## src/rtl/img_template_match.sv

```systemverilog
// Streams camera pixels against a run-time loadable TW x TH template and scores each armed frame by SAD.
// Define IMG_TM_THRESH_EN to add the iTHRESH input and the registered oMATCH output.
module img_template_match #(
    parameter int TW    = 16,
    parameter int TH    = 16,
    parameter int SHIFT = 4,
    parameter int DW    = 10,
    parameter int ACC_W = 32,
    localparam int AW   = $clog2(TW * TH)
) (
    input  logic             iCLK,
    input  logic             iRST,
    input  logic             iWR_EN,
    input  logic [AW-1:0]    iWR_ADDR,
    input  logic [DW-1:0]    iWR_DATA,
    input  logic             iDVAL,
    input  logic [12:0]      iX,
    input  logic [12:0]      iY,
    input  logic [DW-1:0]    iPIX,
    input  logic             iSOF,
    input  logic             iEOF,
    input  logic             iSTART,
`ifdef IMG_TM_THRESH_EN
    input  logic [ACC_W-1:0] iTHRESH,
    output logic             oMATCH,
`endif
    output logic [DW-1:0]    oVAL,
    output logic             oVAL_DVAL,
    output logic             oIN_WIN,
    output logic [ACC_W-1:0] oSCORE,
    output logic             oDONE,
    output logic             oBUSY
);

    // state    | meaning
    // IDLE     | no measurement armed
    // WAIT_SOF | armed, waiting for the next start of frame
    // ACCUM    | summing |pixel - template| over in-window pixels
    // DRAIN    | frame ended, pixels still in the pipeline are summed
    // DONE     | publish score, pulse oDONE
    typedef enum logic [2:0] {IDLE, WAIT_SOF, ACCUM, DRAIN, DONE} tmState;

    localparam logic [13:0] TW_L  = 14'(TW);
    localparam logic [13:0] TH_L  = 14'(TH);
    localparam logic [31:0] TW_32 = 32'(TW);

    tmState           state;
    logic [1:0]       drainCnt;
    logic [ACC_W-1:0] acc;

    logic [12:0]   cx, cy;
    logic          inWin, sofAccept;
    logic          s1Val, s1Win, s1Cnt;
    logic [12:0]   s1Cx, s1Cy;
    logic [DW-1:0] s1Pix;
    logic          s2Val, s2Win, s2Cnt;
    logic [AW-1:0] s2Addr;
    logic [DW-1:0] s2Pix;
    logic          s3Cnt;
    logic [DW-1:0] s3Pix;

    logic [DW-1:0]    absDiff;
    logic [ACC_W:0]   accSum;
    logic [ACC_W-1:0] accNext;

    logic [DW-1:0] tplRam [TW*TH];

    assign cx        = iX >> SHIFT;
    assign cy        = iY >> SHIFT;
    assign inWin     = ({1'b0, cx} < TW_L) && ({1'b0, cy} < TH_L);
    assign sofAccept = iSOF && (state == WAIT_SOF || state == ACCUM);

    always_ff @(posedge iCLK) begin
        if (iWR_EN) tplRam[iWR_ADDR] <= iWR_DATA;
    end

    // sXCnt marks pixels belonging to the current measurement; an accepted SOF drops older ones in flight
    always_ff @(posedge iCLK or posedge iRST) begin
        if (iRST) begin
            s1Val     <= 1'b0;
            s1Win     <= 1'b0;
            s1Cnt     <= 1'b0;
            s1Cx      <= '0;
            s1Cy      <= '0;
            s1Pix     <= '0;
            s2Val     <= 1'b0;
            s2Win     <= 1'b0;
            s2Cnt     <= 1'b0;
            s2Addr    <= '0;
            s2Pix     <= '0;
            s3Cnt     <= 1'b0;
            s3Pix     <= '0;
            oVAL      <= '0;
            oVAL_DVAL <= 1'b0;
            oIN_WIN   <= 1'b0;
        end else begin
            s1Val     <= iDVAL;
            s1Win     <= inWin;
            s1Cnt     <= iDVAL && inWin && (state == ACCUM || sofAccept);
            s1Cx      <= cx;
            s1Cy      <= cy;
            s1Pix     <= iPIX;
            s2Val     <= s1Val;
            s2Win     <= s1Win;
            s2Cnt     <= s1Cnt && !sofAccept;
            s2Addr    <= AW'(32'(s1Cy) * TW_32 + 32'(s1Cx));
            s2Pix     <= s1Pix;
            s3Cnt     <= s2Cnt && !sofAccept;
            s3Pix     <= s2Pix;
            oVAL      <= s2Win ? tplRam[s2Addr] : '0;
            oVAL_DVAL <= s2Val;
            oIN_WIN   <= s2Win && s2Val;
        end
    end

    assign absDiff = (s3Pix >= oVAL) ? (s3Pix - oVAL) : (oVAL - s3Pix);
    assign accSum  = {1'b0, acc} + {{(ACC_W + 1 - DW){1'b0}}, absDiff};
    assign accNext = accSum[ACC_W] ? '1 : accSum[ACC_W-1:0];

    always_ff @(posedge iCLK or posedge iRST) begin
        if (iRST) begin
            state    <= IDLE;
            drainCnt <= '0;
            acc      <= '0;
            oSCORE   <= '0;
            oDONE    <= 1'b0;
            oBUSY    <= 1'b0;
`ifdef IMG_TM_THRESH_EN
            oMATCH   <= 1'b0;
`endif
        end else begin
            oDONE <= 1'b0;
            if (s3Cnt && (state == ACCUM || state == DRAIN)) acc <= accNext;
            unique case (state)
                IDLE: begin
                    if (iSTART) begin
                        state <= WAIT_SOF;
                        oBUSY <= 1'b1;
                    end
                end
                WAIT_SOF: begin
                    if (iSOF) begin
                        state <= ACCUM;
                        acc   <= '0;
                    end
                end
                ACCUM: begin
                    if (iSOF) begin
                        acc <= '0;
                    end else if (iEOF) begin
                        state    <= DRAIN;
                        drainCnt <= 2'd3;
                    end
                end
                DRAIN: begin
                    if (drainCnt == 2'd0) state <= DONE;
                    else drainCnt <= drainCnt - 2'd1;
                end
                DONE: begin
                    oSCORE <= acc;
                    oDONE  <= 1'b1;
                    oBUSY  <= 1'b0;
                    state  <= IDLE;
`ifdef IMG_TM_THRESH_EN
                    oMATCH <= (acc <= iTHRESH);
`endif
                end
                default: begin
                    state <= IDLE;
                    oBUSY <= 1'b0;
                end
            endcase
        end
    end

endmodule

```

## config.mk

```make
export PLATFORM = sky130hd
export DESIGN_NAME = img_template_match
export DESIGN_NICKNAME = d
export VERILOG_FILES = /design/src/rtl/img_template_match.sv
export SDC_FILE = /design/constraint.sdc
export NUM_CORES = 2
export LEC_CHECK = 0
export ABC_AREA = 0
export BUFFER_PORTS_ARGS = -buffer_cell sky130_fd_sc_hd__buf_2
export CORE_ASPECT_RATIO = 0.5
export CORE_MARGIN = 4
export CORE_UTILIZATION = 40
export CTS_BUF_LIST = sky130_fd_sc_hd__clkbuf_8
export DETAILED_ROUTE_END_ITERATION = 10
export PLACE_DENSITY_LB_ADDON = 0.25
export SLEW_MARGIN = 20
export SYNTH_ARGS = -nofsm -noshare
export SYNTH_HDL_FRONTEND = slang
export SYNTH_SLANG_ARGS = --single-unit
```

## constraint.sdc

```tcl
create_clock -name iCLK -period 9.1 [get_ports iCLK]
set_input_delay 0.91 -clock iCLK [delete_from_list [all_inputs] [get_ports iCLK]]
set_output_delay 0.91 -clock iCLK [all_outputs]
set_load 0.005 [all_outputs]
```

==> flow_summary_export.csv <==
group,metric,value,unit
pwr,pwr-share-seq,57.1,%
finish,fin_util,44.8,%
routing,vias,51100,
synth,synth_top_area_share,73.5,%
timing,period_needed,5.36,ns
floorplan,initial_utilization,40.3,%
min_path,hp-start,"iPIX[6]",
clock_tree,cts_resized,0,
critical_path,reg2reg_slack,3.74,ns
pwr,power_switching,5.55,mW
placed_design,post-place-ws,3.74,ns
timing,skew,0.0696,ns
routing,wl_per_cell,29.4,um
floorplan,die-height,369,um
placed_design,dp_cells,8260,
timing,rsz0062_at_grt,"no",
finish,instances_no_fill,8976,
min_path,min_to,"s1Pix[6]",
timing,maxSlewViolCount,0,
job,cap_viol_max_count,0,
pwr,switching_share,23.1,%
grt,grtUsageTotal,19.3,%
routing,viasPerCell,5.69,
synth,synthCells,4871,
timing,holdWs,0.0816,ns
synth,ys_warn_count,0,
timing,tightest_slew,1.23,ns
synth,yosys.area_share.simple,2.84,%
grt,grt_pass1_vias,52000,
synth,seq_area_frac_synth,76.9,%
pwr,p_total,24.0,mW
timing,setup_viol,0,
synth,synth_edf_count,2560,
synth,syn_area_per_cell,21.5,um2
timing,setup-tns-final,0,ns
pwr,power.density,207,nW/um2
critical_path,cp.required,9.95,ns
finish,area_delta_synth_final,11.2,%
placed_design,dpl_cell_area,109000,um2
pwr,leakage,37.0,nW
floorplan,core,259000,um2
finish,fin_area,116000,um2
timing,fin_crit_sh,58.9,%
floorplan,die-area,270000,um2
outcome,status,"finished, final reports clean",
pwr,clockPowerShare,37.1,%
floorplan,pin_count,107,
timing,hold_viol,0,
critical_path,worstPathMaxFanout,13,
synth,synthMuxAreaShare,15.8,%
timing,slew_headroom,17.7,%
timing,fmax,187,MHz
clock_tree,cts_hold_buf,11,
routing,first_pass_iters,8,
grt,grt_max_degree,145,
critical_path,worstSetupPathType,"reg -> reg",
routing,first_iter_violations,5729,
synth,syn_area,105000,um2
finish,final_cell_mix,"edfxtp_1 (2560), mux4_2 (684), clkbuf_8 (409), nor2_1 (318), inv_1 (191)",
synth,synth_compound_area_share,2.31,%
synth,synth-xor-area-share,0.176,%
finish,fillers,21700,
min_path,hold_class,"in -> reg",
floorplan,row_count,132,
clock_tree,worstSkewPairLatency,1.00,ns
critical_path,timing.rr.start,"s3Pix[0]",
synth,synth_fa_ha_area_share,0.472,%
pwr,power_frac_comb,5.8,%
placed_design,place_congestion,0.807,
finish,final_common_cell,"edfxtp_1",
finish,drive_above_1_share,26.4,%
synth,synthFlopType,"edfxtp_1",
timing,postLayoutSetupSlackWorst,3.74,ns
critical_path,arrival,6.21,ns
pwr,ir_worst_vdd,0.114,mV
critical_path,end_kind,"flop",
critical_path,r2r_end,"acc[30]",
synth,synth_top_family_by_area,"multiplexers",
clock_tree,cts.sinks,2700,
clock_tree,clockBufferDepth,4,
critical_path,rr_worst_depth,20,
critical_path,start_kind,"flop",
placed_design,portBuffers,98,
synth,ys_ff_latch,2700,
synth,synth_fp_nets,4969,
grt,grt_overflow,0,
routing,drc,0,
clock_tree,cts_setup_buffers,0,
routing,routed_wl,264,mm
clock_tree,cts_tree,"yes",
placed_design,hpwl,158,mm
routing,ant_nets,0,
finish,finalNetCount,5279,
synth,ys_async_sr_fraction,5.19,%
pwr,p_int,18.5,mW
clock_tree,clk_pin_slew,0.07,ns
synth,yosysTopAreaCell,"edfxtp_1",
min_path,hold_depth,1,
floorplan,die_w,731,um
synth,synth.distinct_cells,67,
clock_tree,htree_levels,5,
clock_tree,cts_root_buffer,"clkbuf_8",
synth,synth.area.top_cells,"edfxtp_1 (74%), mux4_2 (15%), dfrtp_1 (3.4%), nor2_1 (1.3%), mux2i_1 (0.71%)",
grt,grt_pass1_wl,378,mm
clock_tree,cts_buffers,391,
grt,antenna_found_initial,23,
==> Yosys cell counts, types with 47 or more instances <==
master       n
edfxtp_1  2560
nand2_1     78
o22ai_1     98
mux2i_1     74
mux4_2     684
nand3_1     47
nor2_1     352
buf_2       76
a21oi_1     49
inv_1       54
dfrtp_1    140
clkbuf_1   125
a22oi_1     60
==> per-layer routing <==
metal	vias to the layer above	wire (um)	GRT usage, %
met3	444	20400	4.07
met2	2116	125000	30.4
met4	4	6820	5.27
met1	27500	111000	27.5
li1	21000	-	-
met5	-	83	0.196
==> layout make-up <==
type / count / area, um2 / area share (%)
sequential: 2700 / 80400 / 69.2
multi-input combinational: 1842 / 22800 / 19.6
clock buffer: 399 / 5490 / 4.72
tap: 3484 / 4360 / 3.75
clock inverter: 299 / 1510 / 1.30
timing repair buffer: 192 / 1500 / 1.29
inverter: 54 / 210 / 0.181
antenna: 6 / 15.0 / 0.0129
==> sequential cells by signal (all words and copies together), names as in the netlist, 2 cells and up <==
signal,flops
state,3
s2Pix,10
s3Pix,10
s2Addr,8
s1Cx,8
tplRam,2560
s1Pix,10
acc,32
drainCnt,2
s1Cy,4
oVAL,10
oSCORE,32
==> power by group through the flow <==
stage	Clock, mW	Sequential, mW	Combinational, mW
3_5_place_dp	0	14.0	1.40
4_1_cts	9.11	13.7	1.41
3_3_place_gp	0	14.0	1.37
2_1_floorplan	0	13.9	0.797
5_1_grt	9.71	13.7	1.48
6_report	8.93	13.7	1.39
==> worst max-delay path by stage <==
stage	end	slack [ns]	from
3_5_place_dp	acc[30]	3.74	oVAL[0]
5_1_grt	acc[30]	3.29	s3Pix[0]
4_1_cts	acc[30]	3.72	s3Pix[0]
6_report	acc[30]	3.74	s3Pix[0]
3_3_place_gp	acc[24]	3.73	s3Pix[0]
2_1_floorplan	acc[0]	4.44	iRST
==> cells by family after synthesis <==
group                    count (synthesis)
buffers and inverters                  329
flip-flops                            2700
adder cells (fa/ha/maj)                 37
XOR/XNOR                                21
multiplexers                           792
AO/OA/AOI/OAI                          345
AND/OR/NAND/NOR                        647
==> critical path, cell delays in order, from the launching register on <==
cell and delay, ns:
dfrtp_1 0.39, inv_1 0.06, ha_1 0.13, inv_1 0.06
fa_1 0.40, a21oi_1 0.21, o2111ai_1 0.16, a31oi_2 0.34
nor2_1 0.19, mux2_2 0.34, or2_1 0.25, a221oi_1 0.31
ha_1 0.35, a21o_1 0.18, a21oi_1 0.16, nor2_1 0.06
a311oi_1 0.77, a211oi_1 0.17, buf_4 0.23, and2_1 0.20
a311oi_1 0.28
Power figures use the tool's default switching activity.
